<file path="config.mk">
export PLATFORM = sky130hd
export DESIGN_NAME = lcd1602_responder_flat
export DESIGN_NICKNAME = d
export VERILOG_FILES = /design/src/rtl/lcd1602_responder_if.sv /design/src/rtl/lcd1602_responder.sv /design/src/flat_wrapper.sv
export SDC_FILE = /design/constraint.sdc
export NUM_CORES = 2
export LEC_CHECK = 0
export ABC_AREA = 1
export CORE_ASPECT_RATIO = 1.1
export CORE_MARGIN = 10
export CORE_UTILIZATION = 57
export DETAILED_ROUTE_END_ITERATION = 12
export PLACE_DENSITY = 0.76
export SYNTH_ARGS = -nofsm -noshare
export SYNTH_HDL_FRONTEND = slang
export SYNTH_SLANG_ARGS = --single-unit
</file>
<file path="constraint.sdc">
create_clock -name clock -period 4.1 [get_ports clock]
set_clock_uncertainty 0.2 [all_clocks]
set_input_delay 0.82 -clock clock [delete_from_list [all_inputs] [get_ports clock]]
set_output_delay 0.82 -clock clock [all_outputs]
set_load 0.05 [all_outputs]
</file>
<file path="src/rtl/lcd1602_responder_if.sv">
// rtl/lcd1602_responder_if.sv - LCD1602 host bus between controller (master) and responder (slave)
interface lcd1602_responder_if;
  logic       lcd_en;
  logic       lcd_rs;
  logic       lcd_rw;
  logic [7:0] lcd_data_in;
  logic [7:0] lcd_data_out;
  logic       lcd_data_oe;

  modport master (
    output lcd_en, lcd_rs, lcd_rw, lcd_data_in,
    input  lcd_data_out, lcd_data_oe
  );

  modport slave (
    input  lcd_en, lcd_rs, lcd_rw, lcd_data_in,
    output lcd_data_out, lcd_data_oe
  );
endinterface

</file>
<file path="src/rtl/lcd1602_responder.sv">
// rtl/lcd1602_responder.sv - HD44780-compatible device-side model of the 1602 LCD bus
// Samples the asynchronous host bus, decodes instructions, holds DDRAM/CGRAM and exposes a display port.
module lcd1602_responder #(
  parameter int unsigned BUSY_SHORT = 2000,
  parameter int unsigned BUSY_LONG  = 76000
) (
  input  logic                     clock,
  input  logic                     reset,
  lcd1602_responder_if.slave       bus,
  output logic                     busy,
  output logic                     ovr_err,
  output logic                     disp_on,
  output logic                     cursor_on,
  output logic                     blink_on,
  output logic                     entry_id,
  output logic                     entry_s,
  output logic                     func_dl,
  output logic                     func_n,
  output logic                     func_f,
  output logic [5:0]               shift_offset,
  input  logic [6:0]               disp_addr,
  output logic [7:0]               disp_char
);

  localparam int CW = $clog2(BUSY_LONG + 1);

  typedef enum logic [1:0] {ST_POR, ST_SWEEP, ST_IDLE} state_t;

  state_t        state;
  logic [6:0]    sweep_idx;
  logic [CW-1:0] cnt;
  logic [6:0]    ac;
  logic          sel_dd;
  logic          oe_r;
  logic [7:0]    dout_r;

  logic       en_s1, en_s2, en_s3;
  logic       rs_s1, rs_s2, rw_s1, rw_s2;
  logic [7:0] data_s1, data_s2;
  logic       rise_q, fall_q, rs_q, rw_q;
  logic [7:0] din_q;

  logic [7:0] ddram [0:79];
  logic [7:0] cgram [0:63];

  // {valid, linear index}: rows 0x00-0x27 and 0x40-0x67 map onto 0..79
  function automatic logic [7:0] dd_map(input logic [6:0] a);
    if (a <= 7'h27)
      dd_map = {1'b1, a};
    else if (a >= 7'h40 && a <= 7'h67)
      dd_map = {1'b1, a - 7'h18};
    else
      dd_map = 8'h00;
  endfunction

  function automatic logic [6:0] ac_step(input logic [6:0] a, input logic dd, input logic up);
    logic [7:0] m;
    m = dd_map(a);
    if (!dd)
      ac_step = {1'b0, up ? a[5:0] + 6'd1 : a[5:0] - 6'd1};
    else if (!m[7])
      ac_step = 7'h00;
    else if (up)
      ac_step = (a == 7'h27) ? 7'h40 : (a == 7'h67) ? 7'h00 : a + 7'd1;
    else
      ac_step = (a == 7'h40) ? 7'h27 : (a == 7'h00) ? 7'h67 : a - 7'd1;
  endfunction

  function automatic logic [5:0] sh_step(input logic [5:0] s, input logic up);
    if (up)
      sh_step = (s == 6'd39) ? 6'd0 : s + 6'd1;
    else
      sh_step = (s == 6'd0) ? 6'd39 : s - 6'd1;
  endfunction

  logic       sweeping;
  logic       wr_acc;
  logic [7:0] ac_map;
  logic [7:0] disp_map;
  logic       dd_we;
  logic [6:0] dd_idx;
  logic [7:0] dd_wdata;
  logic       cg_we;
  logic [7:0] ram_rd;

  assign busy = (cnt != '0) || (state == ST_POR);
  assign bus.lcd_data_oe  = oe_r;
  assign bus.lcd_data_out = dout_r;

  always_comb begin
    sweeping = (state == ST_SWEEP);
    wr_acc   = fall_q && !rw_q && !busy;
    ac_map   = dd_map(ac);
    disp_map = dd_map(disp_addr);
    dd_we    = sweeping || (wr_acc && rs_q && sel_dd && ac_map[7]);
    dd_idx   = sweeping ? sweep_idx : ac_map[6:0];
    dd_wdata = sweeping ? 8'h20 : din_q;
    cg_we    = wr_acc && rs_q && !sel_dd;
    if (sel_dd)
      ram_rd = ac_map[7] ? ddram[ac_map[6:0]] : 8'h20;
    else
      ram_rd = cgram[ac[5:0]];
  end

  // Memories carry no reset; the DDRAM clear sweep gives them defined contents
  always_ff @(posedge clock) begin
    if (dd_we)
      ddram[dd_idx] <= dd_wdata;
    if (cg_we)
      cgram[ac[5:0]] <= din_q;
  end

  always_ff @(posedge clock or negedge reset) begin
    if (!reset) begin
      state        <= ST_POR;
      sweep_idx    <= 7'd0;
      cnt          <= '0;
      ac           <= 7'd0;
      sel_dd       <= 1'b1;
      oe_r         <= 1'b0;
      dout_r       <= 8'h00;
      ovr_err      <= 1'b0;
      disp_on      <= 1'b0;
      cursor_on    <= 1'b0;
      blink_on     <= 1'b0;
      entry_id     <= 1'b1;
      entry_s      <= 1'b0;
      func_dl      <= 1'b1;
      func_n       <= 1'b0;
      func_f       <= 1'b0;
      shift_offset <= 6'd0;
      disp_char    <= 8'h20;
      en_s1 <= 1'b0; en_s2 <= 1'b0; en_s3 <= 1'b0;
      rs_s1 <= 1'b0; rs_s2 <= 1'b0; rw_s1 <= 1'b0; rw_s2 <= 1'b0;
      data_s1 <= 8'h00; data_s2 <= 8'h00;
      rise_q <= 1'b0; fall_q <= 1'b0; rs_q <= 1'b0; rw_q <= 1'b0;
      din_q  <= 8'h00;
    end else begin
      en_s1   <= bus.lcd_en;       en_s2   <= en_s1;   en_s3 <= en_s2;
      rs_s1   <= bus.lcd_rs;       rs_s2   <= rs_s1;
      rw_s1   <= bus.lcd_rw;       rw_s2   <= rw_s1;
      data_s1 <= bus.lcd_data_in;  data_s2 <= data_s1;
      rise_q  <= en_s2 && !en_s3;
      fall_q  <= !en_s2 && en_s3;
      rs_q    <= rs_s2;
      rw_q    <= rw_s2;
      din_q   <= data_s2;

      // Forward a same-cycle DDRAM write so the display port sees it one clock later
      if (!disp_map[7])
        disp_char <= 8'h20;
      else if (dd_we && dd_idx == disp_map[6:0])
        disp_char <= dd_wdata;
      else
        disp_char <= ddram[disp_map[6:0]];

      if (cnt != '0)
        cnt <= cnt - CW'(1);

      case (state)
        ST_POR: begin
          state     <= ST_SWEEP;
          sweep_idx <= 7'd0;
          cnt       <= CW'(BUSY_LONG);
        end
        ST_SWEEP: begin
          sweep_idx <= sweep_idx + 7'd1;
          if (sweep_idx == 7'd79)
            state <= ST_IDLE;
        end
        default: ;
      endcase

      if (rise_q && rw_q) begin
        oe_r   <= 1'b1;
        dout_r <= rs_q ? ram_rd : {busy, ac};
      end

      if (fall_q) begin
        oe_r <= 1'b0;
        if (rw_q) begin
          if (rs_q) begin
            ac <= ac_step(ac, sel_dd, entry_id);
            if (!busy)
              cnt <= CW'(BUSY_SHORT);
          end
        end else if (busy) begin
          ovr_err <= 1'b1;
        end else if (rs_q) begin
          cnt <= CW'(BUSY_SHORT);
          ac  <= ac_step(ac, sel_dd, entry_id);
          if (entry_s && sel_dd)
            shift_offset <= sh_step(shift_offset, entry_id);
        end else begin
          cnt <= CW'(BUSY_SHORT);
          casez (din_q)
            8'b1???????: begin
              ac     <= din_q[6:0];
              sel_dd <= 1'b1;
            end
            8'b01??????: begin
              ac     <= {1'b0, din_q[5:0]};
              sel_dd <= 1'b0;
            end
            8'b001?????: begin
              func_dl <= din_q[4];
              func_n  <= din_q[3];
              func_f  <= din_q[2];
            end
            8'b0001????: begin
              if (din_q[3])
                shift_offset <= sh_step(shift_offset, din_q[2]);
              else
                ac <= ac_step(ac, sel_dd, din_q[2]);
            end
            8'b00001???: begin
              disp_on   <= din_q[2];
              cursor_on <= din_q[1];
              blink_on  <= din_q[0];
            end
            8'b000001??: begin
              entry_id <= din_q[1];
              entry_s  <= din_q[0];
            end
            8'b0000001?: begin
              cnt          <= CW'(BUSY_LONG);
              ac           <= 7'd0;
              shift_offset <= 6'd0;
              sel_dd       <= 1'b1;
            end
            8'b00000001: begin
              cnt          <= CW'(BUSY_LONG);
              ac           <= 7'd0;
              shift_offset <= 6'd0;
              sel_dd       <= 1'b1;
              entry_id     <= 1'b1;
              state        <= ST_SWEEP;
              sweep_idx    <= 7'd0;
            end
            default: ;
          endcase
        end
      end
    end
  end

endmodule

</file>
<file path="src/flat_wrapper.sv">
// flat-port wrapper written by rule: the top's interface ports become plain ports
module lcd1602_responder_flat 
#(
  parameter int unsigned BUSY_SHORT = 2000,
  parameter int unsigned BUSY_LONG  = 76000
)
  (clock, reset, busy, ovr_err, disp_on, cursor_on, blink_on, entry_id, entry_s, func_dl, func_n, func_f, shift_offset, disp_addr, disp_char, bus_lcd_en, bus_lcd_rs, bus_lcd_rw, bus_lcd_data_in, bus_lcd_data_out, bus_lcd_data_oe);
  lcd1602_responder_if bus_i ();
  input  logic clock;
  input  logic reset;
  output logic busy;
  output logic ovr_err;
  output logic disp_on;
  output logic cursor_on;
  output logic blink_on;
  output logic entry_id;
  output logic entry_s;
  output logic func_dl;
  output logic func_n;
  output logic func_f;
  output logic [5:0] shift_offset;
  input  logic [6:0] disp_addr;
  output logic [7:0] disp_char;
  input wire logic [$bits(bus_i.lcd_en)-1:0] bus_lcd_en;
  input wire logic [$bits(bus_i.lcd_rs)-1:0] bus_lcd_rs;
  input wire logic [$bits(bus_i.lcd_rw)-1:0] bus_lcd_rw;
  input wire logic [$bits(bus_i.lcd_data_in)-1:0] bus_lcd_data_in;
  output wire logic [$bits(bus_i.lcd_data_out)-1:0] bus_lcd_data_out;
  output wire logic [$bits(bus_i.lcd_data_oe)-1:0] bus_lcd_data_oe;
  assign bus_i.lcd_en = bus_lcd_en;
  assign bus_i.lcd_rs = bus_lcd_rs;
  assign bus_i.lcd_rw = bus_lcd_rw;
  assign bus_i.lcd_data_in = bus_lcd_data_in;
  assign bus_lcd_data_out = bus_i.lcd_data_out;
  assign bus_lcd_data_oe = bus_i.lcd_data_oe;
  lcd1602_responder #(.BUSY_SHORT(BUSY_SHORT), .BUSY_LONG(BUSY_LONG)) u_core (.clock(clock), .reset(reset), .bus(bus_i), .busy(busy), .ovr_err(ovr_err), .disp_on(disp_on), .cursor_on(cursor_on), .blink_on(blink_on), .entry_id(entry_id), .entry_s(entry_s), .func_dl(func_dl), .func_n(func_n), .func_f(func_f), .shift_offset(shift_offset), .disp_addr(disp_addr), .disp_char(disp_char));
endmodule
</file>
* Word level (Yosys, flattened, before mapping)
Memories as Yosys holds them, arrays and structs flattened.
Index checks and enable logic that the tools add are counted.
** Storage, ports and cells
- Register bits after elaboration :: 101
- Bits in latches :: 0
- RAM bits :: 1152
- Memory bits (read-only) :: 0
- Input port bits :: 20
- Output and inout port bits :: 33
- Word-level logic and storage cells :: 192
- Memories kept :: 2
** Memories
- u_core.ddram :: words 80, width 8, read ports 2, clocked after Yosys merged registers in 0, wr ports 1, RTL line lcd1602_responder.sv:43 : logic [7:0] ddram [0:79];
- u_core.cgram :: words 64, width 8, read ports 1, clocked after Yosys merged registers in 0, wr ports 1, RTL line lcd1602_responder.sv:44 : logic [7:0] cgram [0:63];
** Operators by class
- $add $sub $neg :: 10
- $mul :: 0
- Divide/modulo/power cells :: 0
- Magnitude comparators :: 6
- Equal/unequal tests :: 19
- Shift operators :: 0
- Multiplexer cells :: 81
- Bitwise gates (word level) :: 3
- Reduce and logical (&&, ||, !) cells :: 39
** Operators with widths (count)
- 8-bit two-way mux :: 22
- 7-bit two-way mux :: 23
- 17-bit two-way mux :: 9
- 6-bit two-way mux :: 9
- 5-bit AND reduction :: 6
- 7-bit one-hot mux with 4 select lines :: 1
- 7-bit equality test (second input constant) :: 3
- 17-bit nonzero test :: 1
- 17-bit by 1-bit subtractor with 17-bit output (second input constant) :: 1
- 7-bit by 1-bit adder with 7-bit output (second input constant) :: 2
- 7-bit >= comparator (second input constant) :: 2
- 7-bit by 6-bit <= comparator with 1-bit output (second input constant) :: 2
- 7-bit <= comparator (second input constant) :: 2
- 7-bit one-hot mux with 2 select lines :: 1
- 7-bit by 5-bit subtractor with 7-bit output (second input constant) :: 2
- 1-bit logical AND :: 13
- 6-bit by 1-bit adder with 6-bit output (second input constant) :: 2
- 2-bit two-way mux :: 6
- 6-bit one-hot mux with 2 select lines :: 1
- 6-bit by 1-bit subtractor with 6-bit output (second input constant) :: 2
- 8-bit by 1-bit equality test with 1-bit output (second input constant) :: 1
- 7-bit by 1-bit equality test with 1-bit output (second input constant) :: 1
- 7-bit by 6-bit equality test with 1-bit output (second input constant) :: 1
- 7-bit equality test :: 1
- other kinds (27) :: 44

* Longest topological paths before layout
- Depth in word-level cells :: 17
- Depth in mapped cells :: 23
- Depth with buffers taken out :: 19

* Least setup slack after synthesis
No wires, ideal clock.
- Kind :: flip-flop to flip-flop
- From :: register u_core.din_q[2]
- To :: memory u_core.ddram[0][2] (data pin)
- Setup time :: 580 ps
- Data arrival time :: 3335 ps
- Required time :: 3320 ps
- Path slack :: -15 ps
- Stages on the path, launching flop included :: 4
- Path buffers :: 1
- Period minus slack after synthesis :: 4115 ps
- Cell sequence :: dfrtp_1 inv_1 clkbuf_1 nor2_1
** On the way
- Word-level cells in the longest chain between the ends :: 1
** RTL lines
- start: declaration :: RTL line lcd1602_responder.sv:41 : logic [7:0] din_q;
- start signal: assignment :: RTL line lcd1602_responder.sv:147 : din_q <= data_s2;
- 8-bit two-way mux :: RTL line lcd1602_responder.sv:97 : dd_wdata = sweeping ? 8'h20 : din_q;
- net u_core.dd_wdata[2] :: RTL line lcd1602_responder.sv:82 : logic [7:0] dd_wdata;
- end: declaration :: RTL line lcd1602_responder.sv:43
The timed path passes the listed nets, and every way through them passes these cells.

* Final worst setup path
- From :: register u_core.ac[0]
- To :: memory u_core.ddram[61][2] (enable)
** On the way
- Word-level cells in the longest chain between the ends :: 8
- Elaborated cells between the ends (all ways) :: 12
- Those cells by class :: 1 x add/sub; 3 x order compare; 5 x mux; 3 x reduce/logical
** RTL lines
- start: declaration :: RTL line lcd1602_responder.sv:32 : logic [6:0] ac;
- start signal: assignment :: RTL line lcd1602_responder.sv:183 : ac <= ac_step(ac, sel_dd, entry_id);
- start signal: assignment :: RTL line lcd1602_responder.sv:191 : ac <= ac_step(ac, sel_dd, entry_id);
- start signal: assignment :: RTL line lcd1602_responder.sv:198 : ac <= din_q[6:0];
- 7-bit >= comparator / 7-bit <= comparator (equally long branches) :: RTL line lcd1602_responder.sv:50 : else if (a >= 7'h40 && a <= 7'h67)
- 1-bit logical AND :: RTL line lcd1602_responder.sv:50
- 8-bit two-way mux :: RTL line lcd1602_responder.sv:50
- 8-bit two-way mux *
- 1-bit logical AND :: RTL line lcd1602_responder.sv:95 : dd_we = sweeping || (wr_acc && rs_q && sel_dd && ac_map[7]);
- 1-bit logical OR :: RTL line lcd1602_responder.sv:95
- 1-bit two-way mux :: RTL line lcd1602_responder.sv:107 : if (dd_we)
- 1-bit two-way mux (not written as such) :: RTL line lcd1602_responder.sv:108 : ddram[dd_idx] <= dd_wdata;
Mark *: on every way between the ends. The rest lies on a longest branch, timed or not.

==> metrics <==
DRC Markers 0; antenna viol nets, final 0; Die X 322 µm; worst min-delay path class in2async; Synth async-reset ratio 0.0806; Die Y 353 µm; most frequent cells in the layout 1526 x nand2_1, 1218 x nand3_1, 1152 x edfxtp_1; share of post-route cells with drive strength above 1 0.106; final-layout fill cell count 7305; initial antenna violation count 1; crit-path most repeated cell nand2_1; most common cell after layout, fill and taps aside nand2_1; fmax 0.251 GHz; Pwr Total 37.3 mW; dpl ws -33.9 ps; synthesized flop and latch total 1253; vias in the first global route 43869; multi-input logic area 17800 µm²; FF+latch area 37100 µm²; IO Pins 53; slew margin rel. 0.0857; gpl congestion 1.00; synthesized area 57300 µm²; DP Wirelength 111 mm; Layout Area Growth over Synthesis 14.2%; Critical Path Slowest Stage Cell dfrtp_4; Cells after Synth 5601; Largest stage delay, worst path 530 ps; Seq/Total Area, Yosys 0.647; largest net degree at the start of global routing 155; H-tree depth 3; CTS clock-pin slew for the worst setup and hold paths 70 ps; DRT iter0 DRCs 7504; Design Area, Final 65500 µm²; GRT Overall Usage 0.312; Initial Util 0.576; Placed Area 61500 µm²; pwr dens 569 nW/µm²; Post-synth EDFFs 1152; LEAKAGE 25.0 nW; routed vias 46198; Ys Warns 0; Avg Inst Size Synth 10.2 µm²; synth unique cells 60; postcts setup bufs 0; ys flop type edfxtp_1; worst-skew pair later-pin latency 760 ps; VDD IR-drop max 0.575 mV; status completed; Placement Rows 121; minimum clock period 3980 ps; final hold vios 0; CP Max Fanout 12; Vias/cell 6.45; Root Buffer Master clkbuf_16; Reg2Reg Setup Slack 120 ps; layout net count 5802; DRT Wirelength 182 mm; DRT Pass-1 Iters 8; Die ar. 114000 µm²; final worst setup slack 115 ps; clock net sink count 1253; final period utilization 0.972; Post-Syn Nets 5632; CP endpoint kind register; R2R Path End u_core.ddram[61][2]; CP Launch Type register; Crit path max-delay family simple AND/OR/NAND/NOR gates; CTS tree yes; CP required 4370 ps; grt total ovfl 0; CP Data Arrival Time 4250 ps; RSZ-0062 raised after global routing no; first-pass GRT wire length 272 mm; clk buf depth 3; reg2reg start u_core.ac[0]; Final setup viols 0; worst path buffer plus inverter count 5; max-cap viol count 0; Final Max Tran Viols 0; Tightest Pin Transition 1370 ps; area of the core 99500 µm²; port bufs 52; WL/cell 25.4 µm; Num CTS Buffers 118; R2R depth 15; Crit Path Category reg2reg; CP Cell Sequence ha_1, nand2_1, inv_1, nand3_4, nand3_4, nand2_2, inv_2, nand2_1, o21ai_2, inv_1, nor2_1, buf_4, nand2_1, nor2_2, buf_4
[cells in the mapped netlist (all sizes together), types with 2 or more instances]
master   number  area (µm²)
nand3b       15         113
nand4        63         394
o2111ai       8        70.1
buf         161         783
inv         276        1040
clkinv        8        30.0
xnor2         9        78.8
nor2        294        1120
a21o          2        15.0
or2           7        43.8
a211oi        4        30.0
xor2         20         175
edfxtp     1152       34600
o21ai        90         465
dfrtp        97        2430
clkbuf      195         732
a22oi        60         450
ha           11         138
nor3b         2        15.0
o31ai         8        60.1
nand3      1220        6130
a22o          9        78.8
a21oi        73         377
dfstp         4         105
and3          9        56.3
o221ai        8        70.1
a31oi        19         119
nand2      1538        5790
nor4          3        25.0
o211ai      142        1070
a221oi       55         482
nor3         27         156
o2111a        3        33.8
[per-stage QoR]
stage / setup TNS (ps) / hold WS, ps / util / instances
6_report: 0 / 39.3 / 0.658 / 7165
5_1_grt: 0 / 92.5 / 0.658 / 7163
4_1_cts: 0 / 72.7 / 0.658 / 7162
3_5_place_dp: -33.9 / 135 / 0.618 / 6941
3_3_place_gp: -35.1 / 131 / 0.618 / 6941
2_1_floorplan: 0 / 131 / - / 5601
[routing by layer]
| layer | share of wire | wire (µm) | track usage |
|---|---|---|---|
| met2 | 0.47 | 85200 | 0.494 |
| met4 | 0.060 | 10900 | 0.176 |
| met1 | 0.35 | 63900 | 0.400 |
| met5 | 0 | 0 | 0 |
| met3 | 0.12 | 21700 | 0.0624 |
[registers in the layout (all words and copies together), names as in the netlist, 2 cells and up]
signal / count
u_core.cgram: 512
u_core.shift_offset: 6
u_core.data_s2: 8
u_core.disp_char: 8
u_core.cnt: 17
u_core.ddram: 640
u_core.din_q: 8
u_core.state: 2
u_core.sweep_idx: 7
u_core.ac: 7
u_core.data_s1: 8
u_core.bus.lcd_data_out: 8
[how the worst max path moves through the flow]
| stage | start | endpoint | slack (ps) | cells past startpoint |
|---|---|---|---|---|
| 4_1_cts | u_core.ac[0] | u_core.ddram[3][0] | 60 | 13 |
| 5_1_grt | u_core.ac[0] | u_core.bus.lcd_data_out[6] | 10 | 20 |
| 3_5_place_dp | disp_addr[4] | u_core.disp_char[0] | -30 | 18 |
| 2_1_floorplan | u_core.din_q[0] | u_core.ddram[0][0] | 30 | 2 |
| 3_3_place_gp | disp_addr[3] | u_core.disp_char[0] | -40 | 18 |
| 6_report | u_core.ac[0] | u_core.ddram[61][2] | 120 | 15 |
[timing repair]
action	4_1_cts	5_1_grt
hold buffers	0	0
endpoints found under the hold margin	0	0
gates cloned	0	1
resized for setup	1	11
setup endpoints to repair	1	100
[kinds of logic (layout without fill, tap and decap cells)]
family          Yosys count  after routing  share of synthesized area
fa+ha+maj                11             11                    0.00240
other cells               0              2                          0
simple gates           3178           3178                      0.241
buf+inv                 640            911                     0.0451
mux                       2              2                   0.000371
xor+xnor                 29             29                    0.00443
flops                  1253           1253                      0.647
compound gates          488            488                     0.0589
[worst register-to-register path: stages (launching register included)]
cell	delay, ps
dfrtp_4	530
ha_1	220
nand2_1	90
inv_1	110
nand3_4	140
nand3_4	260
nand2_2	250
inv_2	320
nand2_1	110
o21ai_2	120
inv_1	80
nor2_1	110
buf_4	160
nand2_1	330
nor2_2	440
buf_4	220
[area by class of cell]
type / count / share of cell area
Antenna cell: 2 / 0.0000764
Clock inverter: 83 / 0.0133
Tap cell: 1291 / 0.0247
Sequential cell: 1253 / 0.567
Clock buffer: 138 / 0.0472
Inverter: 284 / 0.0165
Multi-Input combinational cell: 3708 / 0.272
Timing Repair Buffer: 406 / 0.0595
[report_power, final]
group	internal (mW)	switching, mW	total (mW)
registers	13.9	0.120	14.1
logic	3.39	8.67	12.1
clock network	6.19	4.97	11.2
Note: power is estimated with default switching activity, not from simulation.
